--- src/rtl/ysyx_210544_cmt_queue.sv ---
// Commit queue between writeback and the difftest/trace sink: buffers retired
// records, counts retired/skipped instructions, detects trap and no-commit hang.
module ysyx_210544_cmt_queue #(
  parameter int unsigned DEPTH       = 8,
  parameter int unsigned XLEN        = 64,
  parameter int unsigned WDOG_CYCLES = 4096,
  parameter logic [31:0] TRAP_INST   = 32'h0000006b
) (
  input  logic                         clk,
  input  logic                         rst,
  input  logic                         i_valid,
  output logic                         o_ready,
  input  logic [4:0]                   i_rd,
  input  logic                         i_rd_wen,
  input  logic [XLEN-1:0]              i_rd_wdata,
  input  logic [XLEN-1:0]              i_pc,
  input  logic [31:0]                  i_inst,
  input  logic                         i_skip,
  input  logic [XLEN-1:0]              i_a0,
  output logic                         o_valid,
  input  logic                         i_ready,
  output logic [4:0]                   o_rd,
  output logic                         o_rd_wen,
  output logic [XLEN-1:0]              o_rd_wdata,
  output logic [XLEN-1:0]              o_pc,
  output logic [31:0]                  o_inst,
  output logic                         o_skip,
  output logic [63:0]                  o_instret,
  output logic [63:0]                  o_skipcnt,
  output logic [$clog2(DEPTH):0]       o_count,
  output logic                         o_halted,
  output logic                         o_pass,
  output logic                         o_timeout
);

  localparam int unsigned AW = $clog2(DEPTH);
  localparam int unsigned CW = AW + 1;
  localparam int unsigned WW = $clog2(WDOG_CYCLES);
  localparam logic [CW-1:0] FULL     = CW'(DEPTH);
  localparam logic [WW-1:0] WDOG_MAX = WW'(WDOG_CYCLES - 1);

  typedef enum logic [1:0] {RUN, DRAIN, HALTED} state_t;

  typedef struct packed {
    logic [4:0]      rd;
    logic            rd_wen;
    logic [XLEN-1:0] rd_wdata;
    logic [XLEN-1:0] pc;
    logic [31:0]     inst;
    logic            skip;
  } rec_t;

  rec_t            mem [DEPTH];
  rec_t            rec_in;
  rec_t            head;
  state_t          state, state_nxt;
  logic [AW-1:0]   rptr, wptr;
  logic [CW-1:0]   count;
  logic [WW-1:0]   wdog;
  logic [XLEN-1:0] trap_a0;
  logic            pass_q, timeout_q;
  logic            push, pop, trap_push, trap_pop, wdog_fire;

  assign rec_in = '{rd: i_rd, rd_wen: i_rd_wen, rd_wdata: i_rd_wdata,
                    pc: i_pc, inst: i_inst, skip: i_skip};
  assign head   = mem[rptr];

  assign o_count   = count;
  assign o_valid   = (count != '0);
  assign o_ready   = (state == RUN) && (count != FULL);
  assign push      = i_valid & o_ready;
  assign pop       = o_valid & i_ready;
  assign trap_push = push && (i_inst == TRAP_INST);
  // Nothing is accepted after the trap, so in DRAIN the last entry is the trap.
  assign trap_pop  = (state == DRAIN) && pop && (count == CW'(1));
  assign wdog_fire = (state == RUN) && !push && (wdog == WDOG_MAX);

  always_ff @(posedge clk) begin
    if (rst) state <= RUN;
    else     state <= state_nxt;
  end

  always_comb begin
    state_nxt = state;
    case (state)
      RUN: begin
        if (trap_push)      state_nxt = DRAIN;
        else if (wdog_fire) state_nxt = HALTED;
      end
      DRAIN:   if (trap_pop) state_nxt = HALTED;
      default: state_nxt = HALTED;
    endcase
  end

  always_comb begin
    o_rd       = '0;
    o_rd_wen   = 1'b0;
    o_rd_wdata = '0;
    o_pc       = '0;
    o_inst     = '0;
    o_skip     = 1'b0;
    if (o_valid) begin
      o_rd       = head.rd;
      o_rd_wen   = head.rd_wen;
      o_rd_wdata = head.rd_wdata;
      o_pc       = head.pc;
      o_inst     = head.inst;
      o_skip     = head.skip;
    end
    o_halted  = (state == HALTED);
    o_pass    = pass_q;
    o_timeout = timeout_q;
  end

  always_ff @(posedge clk) begin
    if (push) mem[wptr] <= rec_in;
  end

  always_ff @(posedge clk) begin
    if (rst) begin
      rptr      <= '0;
      wptr      <= '0;
      count     <= '0;
      wdog      <= '0;
      trap_a0   <= '0;
      pass_q    <= 1'b0;
      timeout_q <= 1'b0;
      o_instret <= '0;
      o_skipcnt <= '0;
    end else begin
      if (push) wptr <= wptr + AW'(1);
      if (pop)  rptr <= rptr + AW'(1);
      case ({push, pop})
        2'b10:   count <= count + CW'(1);
        2'b01:   count <= count - CW'(1);
        default: count <= count;
      endcase
      if (pop) begin
        if (head.skip) o_skipcnt <= o_skipcnt + 64'd1;
        else           o_instret <= o_instret + 64'd1;
      end
      if (state == RUN) begin
        if (push)                 wdog <= '0;
        else if (wdog != WDOG_MAX) wdog <= wdog + WW'(1);
      end
      if (trap_push) trap_a0 <= i_a0;
      if (trap_pop) begin
        pass_q    <= (trap_a0 == '0);
        timeout_q <= 1'b0;
      end else if (wdog_fire) begin
        pass_q    <= 1'b0;
        timeout_q <= 1'b1;
      end
    end
  end

endmodule

--- config.mk ---
export PLATFORM = sky130hd
export DESIGN_NAME = ysyx_210544_cmt_queue
export DESIGN_NICKNAME = d
export VERILOG_FILES = /design/src/rtl/ysyx_210544_cmt_queue.sv
export SDC_FILE = /design/constraint.sdc
export NUM_CORES = 2
export LEC_CHECK = 0
export CORE_ASPECT_RATIO = 0.9
export CORE_MARGIN = 2
export CORE_UTILIZATION = 51
export DETAILED_ROUTE_END_ITERATION = 16
export PLACE_DENSITY = 0.71
export SYNTH_ARGS = -nofsm -noshare
export SYNTH_HDL_FRONTEND = slang
export SYNTH_SLANG_ARGS = --single-unit
--- constraint.sdc ---
create_clock -name clk -period 27.7 [get_ports clk]
set_input_delay 4.155 -clock clk [delete_from_list [all_inputs] [get_ports clk]]
set_output_delay 4.155 -clock clk [all_outputs]
set_load 0.05 [all_outputs]
==> key figures <==
GRT
  • Vias in the first global route: 33,200
  • Global route overflow: 0
  • First-pass GRT wire length: 209,000 microns
  • Pin count of the biggest net entering global routing: 129
  • Antenna violations before repair: 18
  • Global Route Usage Sum: 22.8%

Detailed routing
  • DRT iter0 DRCs: 3,333
  • Routed WL per cell: 24.7 microns
  • ANT nets after route: 0
  • Via Count: 33,300
  • Drt total wl: 140,000 microns
  • Vias per cell: 5.89
  • Pre-antenna DRT Iters: 6
  • # DRC: 0

Synthesis
  • Synthesis-stage register bit count: 1,557
  • Register area share after synthesis: 73.5%
  • Area leader, netlist: edfxtp_1
  • Synth warn: 0
  • Main flop type after synthesis: edfxtp_1
  • Yosys top cell area share: 66.2%
  • Post-Syn Area per Cell: 17.8 sq um
  • Syn nets: 3,640
  • Async S/R FF share, synth: 0%
  • Area contributors post-synth: edfxtp_1, mux4_2, dfxtp_1
  • Synth Cell Area: 0.0606 sq mm
  • Synth Instances: 3,396
  • Number of flops mapped to enable cells by yosys: 1,336
  • Unique masters post-synth: 48

Place
  • Post-DP HPWL: 78,400 microns
  • Port buffer count: 538
  • Pre-CTS WS: 18.25 ns
  • GPL Wtd Cong: 0.824

Timing
  • Final hold vios: 0
  • Tmin final: 10.04 ns
  • RSZ-0062 raised after global routing: false
  • Final setup TNS: 0 ns
  • Final setup margin: 17.66 ns
  • Worst slew pin tran: 1.07 ns
  • Count of final setup violators: 0
  • Clock skew: 0.0260 ns
  • Max Slew Vio Count: 0
  • Slew headroom: 28.6%
  • Post-route clock period utilization: 36.3%
  • Fmax: 99.6 MHz

Die
  • Die width: 367 microns
  • Core ar.: 0.117 sq mm
  • Die Y: 331 microns
  • Cell Rows: 119
  • Initial Util: 51.6%
  • I/O pins: 539
  • Die ar.: 0.122 sq mm

Setup path
  • Crit-path most repeated cell: buf_4
  • Biggest cell delay along the critical path: 0.86 ns
  • Worst setup path class: reg2out
  • CP Max Fanout: 44
  • CP required: 23.55 ns
  • Worst Setup Start Kind: flop
  • WP data arrival: 5.89 ns
  • Slowest CP cell: dfxtp_4
  • Setup crit end kind: primary output
  • CP cell instances: buf_4, buf_4, buf_4, mux4_2, mux2i_1, nor2_1, clkdlybuf4s50_1

Final layout
  • Layout overhead on the synthesized area: 19.9%
  • Share of layout cells above drive strength 1: 15.4%
  • Final #Nets: 4,197

Clock network
  • Hold buffer count at CTS: 0
  • CTS tree: done
  • Clock root cell: clkbuf_16
  • Cts bufs inserted: 156
  • Clk Latency, worst-skew pair: 0.80 ns
  • Clock transition at path regs: 0.06 ns
  • CTS max path bufs: 3
  • Postcts setup bufs: 0
  • CTS resizes: 0
  • Htree depth: 4
  • # clock sinks: 1,557

Pwr
  • Peak VDD IR: 99.9 uV
  • Pwr Density: 90.8 mW/mm^2
  • Leakage power: 21.9 nW
  • Tot Pwr: 6.60 mW

Run
  • Max-cap violations: 0

Hold path
  • Worst hold path class: reg2reg

Status
  • Outcome: completed
## stage by stage
stage	instance area (sq um)	utilization [%]	hold slack, ns	instances
floorplan	60600	-	0.426	3396
finish	72600	61.8	0.450	5656
global route	72600	61.8	0.467	5651
global placement	67700	57.7	0.436	5368
CTS	72600	61.8	0.452	5651
detailed placement	67700	57.7	0.444	5368
## registers in the layout (all words and copies together) (netlist names), 3 cells and up, named ones only
name,count
rptr,3
o_instret,64
wptr,3
mem,1336
o_count,4
o_skipcnt,64
trap_a0,64
wdog,12
## cell type report
type                       instances  area, sq um
multi-input combinational       1633        15300
sequential                      1557        44600
clock inverter                    88          769
timing repair buffer             585         5810
inverter                          20         75.1
fill                            8297        44800
tap                             1573         1970
clock buffer                     195         4120
antenna                            5         12.5
## kinds of logic after synthesis
logic type,count (synthesis),synth area share [%]
AO/OA/AOI/OAI,264,2.46
XOR/XNOR,53,0.766
adder cells (fa/ha/maj),9,0.186
buffers and inverters,206,1.30
flip-flops,1557,73.5
multiplexers,509,15.3
AND/OR/NAND/NOR,798,6.47
## critical path, delay by kind of cell (launching register included)
family | cells | cell delay (ns)
buf+inv | 4 | 3.17
simple gates | 1 | 0.07
mux | 2 | 0.88
flops | 1 | 0.86
## where the power goes
part | internal [mW] | switching [mW] | leakage, nW
registers | 2.63 | 0.0415 | 13.9
clock network | 1.12 | 0.881 | 2.38
logic | 0.708 | 1.21 | 5.62
## cell usage in the layout (no fill, tap or decap), types with 5 or more instances in the layout
master and n:
dfxtp_1 218, or3_1 38, nor4_1 41, inv_1 18, ha_1 9, xnor2_1 28
clkbuf_16 158, clkinv_2 26, nor2_1 239, and4_1 9, o31ai_1 49, nor3_1 24
nand4_1 62, clkinvlp_4 5, nor3_2 5, mux4_2 334, clkinv_1 39, mux2i_1 171
o21ai_0 37, bufinv_16 6, or2_2 6, diode_2 5, nand3_1 68, xor2_1 25
clkdlybuf4s50_1 537, clkbuf_1 34, nand2_1 204, a211oi_1 5, a21oi_1 164, buf_12 6
buf_4 41, or4_1 53, edfxtp_1 1336, and3_1 16
## layer usage
layer / global-route usage, % / wire [microns]
met5: 0 / 172
met4: 5.05 / 1940
met3: 5.95 / 10800
met2: 37.2 / 68200
met1: 31.4 / 58700
## final timing paths
path / startpoint / endpoint / slack [ns] / cells past startpoint
worst max-delay path: flop / o_rd_wdata[38] / 17.66 / 7
worst min-delay path: trap_a0[20] / trap_a0[20] / 0.45 / 2
worst max register to register: state[1] / mem[0][118] / 23.37 / 6
worst min register to register: trap_a0[20] / trap_a0[20] / 0.45 / 2
## Yosys cell counts (39+ instances only)
library cell  instances
a21oi_1             164
buf_1                46
clkbuf_1            136
dfxtp_1             221
edfxtp_1           1336
mux2i_1             171
mux4_2              334
nand2_1             204
nand3_1              68
nand4_1              62
nor2_1              240
nor4_1               42
o31ai_1              49
or3_1                39
or4_1                53
No activity file was read; power rests on OpenSTA's default activity.
